`config.mk`:
```
export PLATFORM = sky130hd
export DESIGN_NAME = excess3_to_bcd_deserializer
export DESIGN_NICKNAME = d
export VERILOG_FILES = /design/src/rtl/excess3_pkg.sv /design/src/rtl/excess3_digit_decode.sv /design/src/rtl/excess3_to_bcd_deserializer.sv
export SDC_FILE = /design/constraint.sdc
export NUM_CORES = 1
export LEC_CHECK = 0
export ABC_AREA = 1
export ABC_CLOCK_PERIOD_IN_PS = 2800
export CORE_AREA = 2 2 46 48
export DETAILED_ROUTE_END_ITERATION = 8
export DIE_AREA = 0 0 48 50
export HOLD_SLACK_MARGIN = 0.03
export PLACE_DENSITY = 0.78
export RECOVER_POWER = 25
export SLEW_MARGIN = 20
export SYNTH_ARGS = -nofsm -noshare
export SYNTH_HDL_FRONTEND = slang
export SYNTH_HIERARCHICAL = 1
export SYNTH_SLANG_ARGS = --single-unit
```
`constraint.sdc`:
```
create_clock -name clk -period 2.8 [get_ports clk]
set_clock_uncertainty 0.1 [all_clocks]
set_input_delay 0.56 -clock clk [delete_from_list [all_inputs] [get_ports clk]]
set_output_delay 0.56 -clock clk [all_outputs]
set_load 0.05 [all_outputs]
```
`src/rtl/excess3_pkg.sv`:
```
// rtl/excess3_pkg.sv - shared Excess-3 constants, FSM state type and code check
//
// Purpose : common definitions for the Excess-3 receive path.
// Ports   : none (package).
package excess3_pkg;

  localparam logic [3:0] EXCESS3_OFFSET = 4'd3;
  localparam logic [3:0] EXCESS3_MIN    = 4'h3;
  localparam logic [3:0] EXCESS3_MAX    = 4'hC;

  typedef enum logic {
    COLLECT = 1'b0,
    HOLD    = 1'b1
  } state_t;

  // A code is legal Excess-3 when it maps onto decimal 0..9.
  function automatic logic excess3_is_valid(input logic [3:0] code);
    return (code >= EXCESS3_MIN) && (code <= EXCESS3_MAX);
  endfunction

endpackage

```
`src/rtl/excess3_digit_decode.sv`:
```
// rtl/excess3_digit_decode.sv - combinational Excess-3 to BCD digit decoder
//
// Purpose : inverse of the BCD-to-Excess-3 encoder for a single nibble.
// Ports   : code  - Excess-3 input nibble
//           bcd   - code minus 3, modulo 16 (invalid codes still decode)
//           valid - code lies within 4'h3..4'hC
module excess3_digit_decode
  import excess3_pkg::*;
(
  input  logic [3:0] code,
  output logic [3:0] bcd,
  output logic       valid
);

  // Wraps mod 16 on purpose so invalid codes are kept, not dropped.
  assign bcd   = code - EXCESS3_OFFSET;
  assign valid = excess3_is_valid(code);

endmodule

```
`src/rtl/excess3_to_bcd_deserializer.sv`:
```
// rtl/excess3_to_bcd_deserializer.sv - digit-serial Excess-3 to packed BCD word
//
// Purpose : collects NUM_DIGITS Excess-3 digits (MSD first), decodes each and
//           presents the packed BCD word on a valid/ready port.
// Config  : EXCESS3_ERR_CHECK_EN - when defined, out_err flags any invalid
//           code in the word; otherwise out_err is tied low.
// Ports   : clk, rst            - clock, synchronous active-high reset
//           in_valid/in_ready   - digit handshake, in_digit is the Excess-3 code
//           out_valid/out_ready - word handshake
//           out_bcd             - packed BCD, first digit in the top nibble
//           out_err             - word contains at least one invalid code
module excess3_to_bcd_deserializer
  import excess3_pkg::*;
#(
  parameter int NUM_DIGITS = 4
) (
  input  logic                    clk,
  input  logic                    rst,
  input  logic                    in_valid,
  output logic                    in_ready,
  input  logic [3:0]              in_digit,
  output logic                    out_valid,
  input  logic                    out_ready,
  output logic [4*NUM_DIGITS-1:0] out_bcd,
  output logic                    out_err
);

  localparam int W  = 4 * NUM_DIGITS;
  localparam int CW = $clog2(NUM_DIGITS + 1);
  localparam logic [CW-1:0] LAST_IDX = CW'(NUM_DIGITS - 1);

  state_t        state, state_next;
  logic [CW-1:0] cnt;
  logic [W-1:0]  sr, sr_shifted;
  logic [3:0]    digit_bcd;
  logic          digit_valid;
  logic          accept;
  logic          release_word;

  excess3_digit_decode u_decode (
    .code  (in_digit),
    .bcd   (digit_bcd),
    .valid (digit_valid)
  );

  // A one-digit word has nothing to shift; it is simply replaced.
  generate
    if (NUM_DIGITS == 1) begin : g_single
      assign sr_shifted = digit_bcd;
    end else begin : g_multi
      assign sr_shifted = {sr[W-5:0], digit_bcd};
    end
  endgenerate

  always_comb begin
    state_next   = state;
    in_ready     = 1'b0;
    out_valid    = 1'b0;
    accept       = 1'b0;
    release_word = 1'b0;
    case (state)
      COLLECT: begin
        in_ready = 1'b1;
        accept   = in_valid;
        if (in_valid && (cnt == LAST_IDX)) state_next = HOLD;
      end
      HOLD: begin
        out_valid    = 1'b1;
        release_word = out_ready;
        if (out_ready) state_next = COLLECT;
      end
    endcase
  end

  always_ff @(posedge clk) begin
    if (rst) begin
      state <= COLLECT;
      cnt   <= '0;
      sr    <= '0;
    end else begin
      state <= state_next;
      if (accept) begin
        sr  <= sr_shifted;
        cnt <= cnt + 1'b1;
      end else if (release_word) begin
        cnt <= '0;
      end
    end
  end

  assign out_bcd = sr;

`ifdef EXCESS3_ERR_CHECK_EN
  logic err_acc;

  always_ff @(posedge clk) begin
    if (rst) begin
      err_acc <= 1'b0;
    end else if (accept) begin
      err_acc <= err_acc | ~digit_valid;
    end else if (release_word) begin
      err_acc <= 1'b0;
    end
  end

  assign out_err = err_acc;
`else
  logic unused_valid;
  assign unused_valid = digit_valid;
  assign out_err      = 1'b0;
`endif

endmodule

```
# --- Word-level counts from Yosys, hierarchy flattened ---
# Index checks and enable logic that the tools add are counted.
op_classes:
  add_sub_neg: 2
  n_eq_ne: 1
  muxes: 9
  bitwise: 1
  n_reduce_logical: 2
ops:
  columns: ["op", "count"]
  rows:
  - ["1-bit two-way mux", 6]
  - ["3-bit two-way mux", 2]
  - ["4-bit by 2-bit subtractor with 4-bit output (second input constant)", 1]
  - ["3-bit by 1-bit adder with 3-bit output (second input constant)", 1]
  - ["3-bit by 2-bit == test with 1-bit output (second input constant)", 1]
  - ["1-bit one-hot mux with 2 select lines", 1]
  - ["2-bit nonzero test", 1]
  - ["1-bit logical AND", 1]
  - ["1-bit inverter", 1]
totals:
  regBits: 20
  input_bits: 8
  output_inout_bits: 19
  elab_cells: 18

# --- Longest topological paths before layout ---
# Gate-level depths: netlist of the first run.
logic_depth:
  ltp_word: 4
  ltp_mapped: 6
  depth_no_buf: 6

# --- By module ---
# The synthesis of the first run kept the hierarchy.
modules_own_cells:
  columns: ["mod", "instances", "cells_each", "area_each_um2", "seq_area_each_um2"]
  rows:
  - ["excess3_to_bcd_deserializer", 1, 97, 767.0, 400.4]
  - ["excess3_digit_decode", 1, 18, 87.6, 0.0]

# --- Worst setup path before layout of the first run ---
# Ideal clock, no wire load.
synth_path:
  path_kind: "register to output"
  startpoint: "reg state"
  endpoint: "out in_ready"
  arrival_time_ns: 0.936
  required_ns: 2.140
  slack_ns: 1.204
  stages_incl_launch_ff: 2
  path_buffers: 0
  path_cell_list: "dfxtp_1 > inv_2"
synth_via:
  elab_chain_cells: 1
synth_rtl:
  columns: ["element", "line", "rtl"]
  rows:
  - ["start: declaration", "excess3_to_bcd_deserializer.sv:32", "state_t state, state_next;"]
  - ["start signal: assignment", "excess3_to_bcd_deserializer.sv:81", "state <= state_next;"]
  - ["1-bit two-way mux", "excess3_to_bcd_deserializer.sv:61", "case (state)"]
  - ["end: declaration", "excess3_to_bcd_deserializer.sv:20", "output logic in_ready,"]
# Every way passes these cells.

# --- Worst setup path in the final report of the first run ---
# Same ends and word-level chain as after synthesis.

==> results of run 1 <==
[worst register-to-register path, cell delays in order (launching register included)]
cell      delay (ps)
dfxtp_1          360
nor2_2           100
clkbuf_1         640
nand2_1          120
a21oi_1          170
[metrics by stage]
stage | power (uW) | worst slack (ps) | hold WS (ps) | instances
finish | 634 | 575 | 392 | 164
global route | 664 | 532 | 419 | 164
CTS | 645 | 556 | 396 | 164
detailed placement | 474 | 916 | 373 | 160
global placement | 472 | 935 | 361 | 160
floorplan | 425 | 1200 | 351 | 112
[sequential cells by signal, indices dropped and copies added, names as in the netlist]
name,count
out_bcd,16
state,1
cnt,3
[report_power, final]
group	switching, uW	internal, uW
combinational	99.0	51.7
sequential	11.7	303
clock	88.3	79.5
[layer usage]
layer,share of wire [%],up-vias,routed length [um]
met5,0,-,0
met4,3.5,0,53
met3,5.8,5,88
met2,45,23,674
met1,46,316,696
li1,-,395,-
[cell usage in the layout, fill, tap and decap left out]
master            n
clkdlybuf4s50_1  24
clkbuf_4          3
conb_1            1
clkbuf_8          1
dfxtp_1          20
or2_1             1
clkinv_1          1
dlygate4sd3_1     1
nand3_1           3
ha_1              4
clkbuf_1          1
nand2_1          11
nor2_1           33
o21ai_0          16
inv_1             7
nor2_2            1
nand2_4           1
a21oi_1           4
inv_2             3
o21ai_1           1
[worst max-delay path by stage]
stage / end / slack (ps) / cells after the start
floorplan: in_ready / 1200 / 1
finish: in_ready / 580 / 2
global placement: in_ready / 930 / 2
detailed placement: in_ready / 920 / 2
CTS: in_ready / 560 / 2
global route: in_ready / 530 / 2
[cell type report]
type	instances	area, um2
inverters	11	41.3
well taps	27	33.8
flip-flops and latches	20	400
multi-input cells	76	363
repair buffers	26	254
fillers	179	773
clock buffers	4	36.3
==> flow_metrics.tcl, run 1 <==
set metrics [dict create \
    root_buffer "clkbuf_4" \
    r2r_slack_ps 1260 \
    cp_slowest_stage_delay_ps 810 \
    first_iter_violations 2 \
    worstHoldEndpoint "out_bcd[12]$_SDFFE_PP0P_" \
    vias 739 \
    core_region_area_mm2 0.00190 \
    grt_max_degree 21 \
    tightest_slew_ps 844 \
    final_hold_viol_count 0 \
    clock_latency_ps 300 \
    crit_path_end_kind "output port" \
    area_growth_pct 34.0 \
    drive_gt1_share_pct 6.57 \
    grtUsageMet2_pct 19.6 \
    drtPass1Iterations 3 \
    dieWidth_um 48 \
    clock_sinks 20 \
    crit_family "buffers and inverters" \
    finalSetupViolCount 0 \
    place_congestion 0.686 \
    grtUsageTotal_pct 13.9 \
    fin_util_pct 59.3 \
    use_met1_pct 17.1 \
    synth_area_per_cell_um2 7.52 \
    p_leak_uw 0.000489 \
    slowest_stage "clkdlybuf4s50_1" \
    cts_resized 0 \
    postCtsSetupBuffers 0 \
    startpoint "state$_SDFF_PP0_" \
    tritoncts "yes" \
    period_share_pct 79.4 \
    p_per_area_mw_per_mm2 562 \
    hold_start "out_bcd[12]$_SDFFE_PP0P_" \
    cts_buffers 3 \
    status "completed" \
    r2r_cells 4 \
    reg2reg_from "state$_SDFF_PP0_" \
    min_period_ps 2220 \
    setup_tns_ps 0 \
    fmax_ghz 0.450 \
    wl_per_cell_um 9.23 \
    slew_viol_final 0 \
    path_max_fanout 4 \
    hold_buffers 0 \
    yosysWarningCount 6 \
    cts_buffer_depth 2 \
    vdd_drop_max_mv 0.269 \
    first_global_vias 577 \
    overflow 0 \
    cp_data_arrival_time_ps 1560 \
    die_area_mm2 0.00240 \
    rows 16 \
    start_kind "flip-flop" \
    met3_usage_pct 3.66 \
    place_area_mm2 0.00110 \
    clkTransAtPathRegs_ps 110 \
    holdPathStages 2 \
    final_area_mm2 0.00113 \
    antenna_found_initial 0 \
    drc 0 \
    postSynthNetCount 124 \
    grt-busiest-layer "met2" \
    num_io_pins 27 \
    worstPathCellList "inv_2 -> clkdlybuf4s50_1" \
    die_h_um 50 \
    grt_pass1_wl_um 2320 \
    num_antenna_cells 0 \
    critPathKind "reg2out" \
    hpwl_um 1040 \
    layout.nets 150 \
    min_path_type "reg2reg" \
    drv_cap 0 \
    syn_area_um2 842 \
    postSynthCellCount 112 \
    ant_nets 0 \
    initial_core_util_pct 44.3 \
    slew_headroom_pct 43.8 \
    path_buf_inv 2 \
    via_per_inst 4.51 \
    io_buffers 25 \
    wirelength_um 1510 \
    htree_num_levels 1 \
    cp.required_ps 2140 \
    r2r_end "cnt[1]$_SDFFE_PP0P_" \
    rsz0062_at_grt "false" \
]
Note: power is estimated with default switching activity, not from simulation.
==> run 2, diff against run 1 <==
--- a/config.mk
+++ b/config.mk
@@ -6,12 +6,12 @@
 export NUM_CORES = 1
 export LEC_CHECK = 0
 export ABC_AREA = 1
-export ABC_CLOCK_PERIOD_IN_PS = 2800
-export CORE_AREA = 2 2 46 48
+export ABC_CLOCK_PERIOD_IN_PS = 2020
+export CORE_AREA = 2 2 50 52
 export DETAILED_ROUTE_END_ITERATION = 8
-export DIE_AREA = 0 0 48 50
+export DIE_AREA = 0 0 52 54
 export HOLD_SLACK_MARGIN = 0.03
-export PLACE_DENSITY = 0.78
+export PLACE_DENSITY = 0.7
 export RECOVER_POWER = 25
 export SLEW_MARGIN = 20
 export SYNTH_ARGS = -nofsm -noshare
==> constraint.sdc (replaced) <==
create_clock -name clk -period 2.02 [get_ports clk]
set_clock_uncertainty 0.1 [all_clocks]
set_input_delay 0.404 -clock clk [delete_from_list [all_inputs] [get_ports clk]]
set_output_delay 0.404 -clock clk [all_outputs]
set_load 0.05 [all_outputs]
==> flow_metrics.tcl, run 2 (synthesis gave the netlist of run 1 again) <==
set metrics [dict create \
    status "completed" \
    cp_slowest_stage_delay_ps 800 \
    io_buffers 25 \
    die_area_mm2 0.00281 \
    drc 0 \
    layout.nets 150 \
    finalNonFillerCells 167 \
    final_common_cell "nor2_1" \
    rsz0062_at_grt "false" \
    power_uw 875 \
    layout_common_cells "34 x nor2_1, 20 x dfxtp_1, 16 x o21ai_0" \
    clkTransAtPathRegs_ps 110 \
    vdd_drop_max_mv 0.305 \
    fmax_ghz 0.511 \
    grtUsageTotal_pct 12.7 \
    area_growth_pct 36.0 \
    path_max_fanout 2 \
    cts_buffer_depth 2 \
    met3_usage_pct 2.50 \
    grt-busiest-layer "met2" \
    period_share_pct 96.8 \
    final_area_mm2 0.00114 \
    r2r_slack_ps 510 \
    r2r_cells 4 \
    first_global_vias 623 \
    wirelength_um 1610 \
    final_hold_viol_count 0 \
    fin_util_pct 49.4 \
    die_h_um 54 \
    start_kind "flip-flop" \
    startpoint "out_bcd[13]$_SDFFE_PP0P_" \
    r2r_end "cnt[2]$_SDFFE_PP0P_" \
    path_buf_inv 1 \
    clock_sinks 20 \
    num_antenna_cells 0 \
    hpwl_um 1110 \
    holdPathStages 2 \
    critPathKind "reg2out" \
    cp.required_ps 1520 \
    via_per_inst 4.50 \
    initial_core_util_pct 36.3 \
    wl_per_cell_um 9.64 \
    overflow 0 \
    grt_pass1_wl_um 2540 \
    drtPass1Iterations 4 \
    reg2reg_from "state$_SDFF_PP0_" \
    min_period_ps 1960 \
    placed_cells 163 \
    root_buffer "clkbuf_4" \
    num_io_pins 27 \
    vias 752 \
    worstHoldEndpoint "out_bcd[15]$_SDFFE_PP0P_" \
    place_congestion 0.669 \
    grtUsageMet2_pct 19.6 \
    setup_tns_ps 0 \
    drive_gt1_share_pct 9.49 \
    first_iter_violations 11 \
    p_per_area_mw_per_mm2 765 \
    tritoncts "yes" \
    clock_latency_ps 310 \
    tightest_slew_ps 804 \
    worstPathCellList "clkdlybuf4s50_1" \
    cp_data_arrival_time_ps 1450 \
    slew_headroom_pct 46.4 \
    dieWidth_um 52 \
    use_met1_pct 15.3 \
    antenna_found_initial 0 \
    ant_nets 0 \
    core_region_area_mm2 0.00232 \
    p_leak_uw 0.000648 \
    largest_reg_flops 16 \
    cts_buffers 3 \
    crit_family "buffers and inverters" \
    htree_num_levels 1 \
    grt_max_degree 21 \
    rows 18 \
    drv_cap 0 \
    finalSetupViolCount 0 \
    hold_start "out_bcd[15]$_SDFFE_PP0P_" \
    crit_path_end_kind "output port" \
    slew_viol_final 0 \
    place_area_mm2 0.00109 \
    slowest_stage "clkdlybuf4s50_1" \
    min_path_type "reg2reg" \
]
-- run 2: changes by cell type in the layout (fill, tap and decap cells not counted) --
cell,change
inv_2,+1
buf_4,+4
dlygate4sd3_1,-1
clkinv_1,-1
dlymetal6s2s_1,+10
nor2_1,+1
clkdlybuf4s50_1,-13
nor2_2,-1
-- run 2: timing repair --
action	4_1_cts	5_1_grt
hold buffers	0	0
resized for setup	0	10
endpoints found under the setup margin	0	10
setup buffers	0	0
-- run 2: power breakdown --
group | internal [uW] | total (uW) | switching (uW)
Sequential | 421 | 437 | 15.9
Combinational | 69.4 | 207 | 138
Clock | 110 | 231 | 121
-- run 2: layout make-up --
class | count | area, um2
Inverter | 11 | 41.3
Timing Repair Buffer | 26 | 269
Multi-Input combinational cell | 76 | 360
Clock buffer | 4 | 36.3
Sequential cell | 20 | 400
Tap cell | 30 | 37.5
Fill cell | 232 | 1170
-- run 2: metrics by stage --
stage	worst slack, ps	hold slack [ps]
detailed placement	341	376
floorplan	473	351
finish	64.5	394
global route	3.83	422
global placement	354	365
CTS	11.6	396
-- run 2: how the worst max path moves through the flow --
stage	to	slack, ps	cells after the start
3_3_place_gp	out_bcd[1]$_SDFFE_PP0P_	350	5
6_report	out_bcd[13]	60	1
2_1_floorplan	cnt[1]$_SDFFE_PP0P_	470	5
4_1_cts	out_bcd[6]	10	1
3_5_place_dp	out_bcd[1]$_SDFFE_PP0P_	340	5
5_1_grt	out_bcd[12]	4	1
-- run 2: worst reg2reg max path, stage by stage (launching register included) --
cell	delay (ps)
dfxtp_1	350
nor2_1	100
clkbuf_1	620
nand2_1	100
a21oi_1	180
-- run 2: metal layers --
layer  wire, um  vias to the layer above
met5          0                        -
met4         62                        0
met3         85                        5
met2        709                       21
met1        753                      325
li1           -                      401
==> run 3, diff against run 2 <==
--- a/config.mk
+++ b/config.mk
@@ -8,6 +8,7 @@
 export ABC_AREA = 1
 export ABC_CLOCK_PERIOD_IN_PS = 2020
 export CORE_AREA = 2 2 50 52
+export CTS_BUF_LIST = sky130_fd_sc_hd__clkbuf_8 sky130_fd_sc_hd__clkbuf_16
 export DETAILED_ROUTE_END_ITERATION = 8
 export DIE_AREA = 0 0 52 54
 export HOLD_SLACK_MARGIN = 0.03
==> flow_metrics.tcl, run 3 (synthesis gave the netlist of run 1 again) <==
set metrics [dict create \
    status "completed" \
    postCtsSetupBuffers 0 \
    area_growth_pct 34.5 \
    place_area_mm2 0.00109 \
    cts_resized 0 \
    io_buffers 25 \
    htree_num_levels 1 \
    final_area_mm2 0.00113 \
    slowest_stage "clkdlybuf4s50_1" \
    drtPass1Iterations 4 \
    layout_common_cells "34 x nor2_1, 20 x dfxtp_1, 20 x clkdlybuf4s50_1" \
    period_share_pct 95.9 \
    path_buf_inv 1 \
    start_kind "flip-flop" \
    num_antenna_cells 0 \
    die_h_um 54 \
    multiInputGateArea_um2 360 \
    reg2reg_from "cnt[0]$_SDFFE_PP0P_" \
    antenna_found_initial 0 \
    ant_nets 0 \
    worstPathCellList "clkdlybuf4s50_1" \
    cp.required_ps 1520 \
    drc 0 \
    rsz0062_at_grt "false" \
    clock_latency_ps 250 \
    min_period_ps 1940 \
    slew_viol_final 0 \
    core_region_area_mm2 0.00232 \
    finalSetupViolCount 0 \
    vdd_drop_max_mv 0.345 \
    overflow 0 \
    nFillCells 236 \
    cts_buffers 3 \
    hold_start "out_bcd[15]$_SDFFE_PP0P_" \
    wirelength_um 1630 \
    clock_sinks 20 \
    vias 758 \
    place_congestion 0.669 \
    first_iter_violations 9 \
    drv_cap 0 \
    p_per_area_mw_per_mm2 829 \
    r2r_slack_ps 790 \
    p_leak_uw 0.000496 \
    dieWidth_um 52 \
    cp_slowest_stage_delay_ps 820 \
    clkTransAtPathRegs_ps 70 \
    r2r_end "cnt[2]$_SDFFE_PP0P_" \
    holdPathStages 2 \
    min_path_type "reg2reg" \
    grt_max_degree 21 \
    path_max_fanout 3 \
    die_area_mm2 0.00281 \
    final_hold_viol_count 0 \
    cts_buffer_depth 2 \
    register_area_um2 400 \
    final_common_cell "nor2_1" \
    worstHoldEndpoint "out_bcd[15]$_SDFFE_PP0P_" \
    tightest_slew_ps 591 \
    largest_reg_flops 16 \
    setup_tns_ps 0 \
    initial_core_util_pct 36.3 \
    grtUsageTotal_pct 12.8 \
    crit_family "buffers and inverters" \
    r2r_cells 5 \
    root_buffer "clkbuf_8" \
    layout.nets 150 \
    via_per_inst 4.54 \
    crit_path_end_kind "output port" \
    slew_headroom_pct 60.8 \
    critPathKind "reg2out" \
    first_global_vias 657 \
    wl_per_cell_um 9.74 \
    hpwl_um 1110 \
    fmax_ghz 0.516 \
    finalNonFillerCells 167 \
    num_io_pins 27 \
    hold_buffers 0 \
    placed_cells 163 \
    cp_data_arrival_time_ps 1430 \
    tritoncts "yes" \
    grt_pass1_wl_um 2600 \
    rows 18 \
    drive_gt1_share_pct 8.03 \
]
[run 3: final cells by class]
| cell class | instances | area share, % |
|---|---|---|
| clock buffers | 4 | 4.86 |
| inverters | 11 | 3.65 |
| well taps | 30 | 3.31 |
| flip-flops and latches | 20 | 35.4 |
| repair buffers | 26 | 21.0 |
| multi-input cells | 76 | 31.8 |
[run 3: worst max-delay path by stage]
stage	cells past startpoint	start	slack (ps)	endpoint
2_1_floorplan	5	state$_SDFF_PP0_	470	cnt[1]$_SDFFE_PP0P_
3_3_place_gp	5	in_digit[0]	350	out_bcd[1]$_SDFFE_PP0P_
3_5_place_dp	5	in_digit[0]	340	out_bcd[1]$_SDFFE_PP0P_
4_1_cts	1	out_bcd[6]$_SDFFE_PP0P_	80	out_bcd[6]
5_1_grt	1	out_bcd[6]$_SDFFE_PP0P_	50	out_bcd[6]
6_report	1	out_bcd[6]$_SDFFE_PP0P_	80	out_bcd[6]
[run 3: metrics by stage]
| step | worst slack [ps] | hold WS, ps | total power (uW) | utilization [%] |
|---|---|---|---|---|
| floorplan | 473 | 351 | 590 | - |
| global placement | 354 | 365 | 653 | 47.0 |
| detailed placement | 341 | 376 | 657 | 47.0 |
| CTS | 78.5 | 390 | 955 | 49.4 |
| global route | 45.8 | 416 | 986 | 48.8 |
| finish | 83.1 | 385 | 939 | 48.8 |
[run 3: metal layers]
metal,global-route usage [%],wire length (um),vias to the layer above,share of wire [%]
met5,0,0,-,0
met1,15.1,718,330,44
li1,-,-,398,-
met2,20.9,768,26,47
met4,8.33,35,0,2.2
met3,2.78,104,4,6.4
[run 3: power by group]
part,switching (uW),internal [uW]
combinational,138,67.6
sequential,16.4,421
clock,123,173
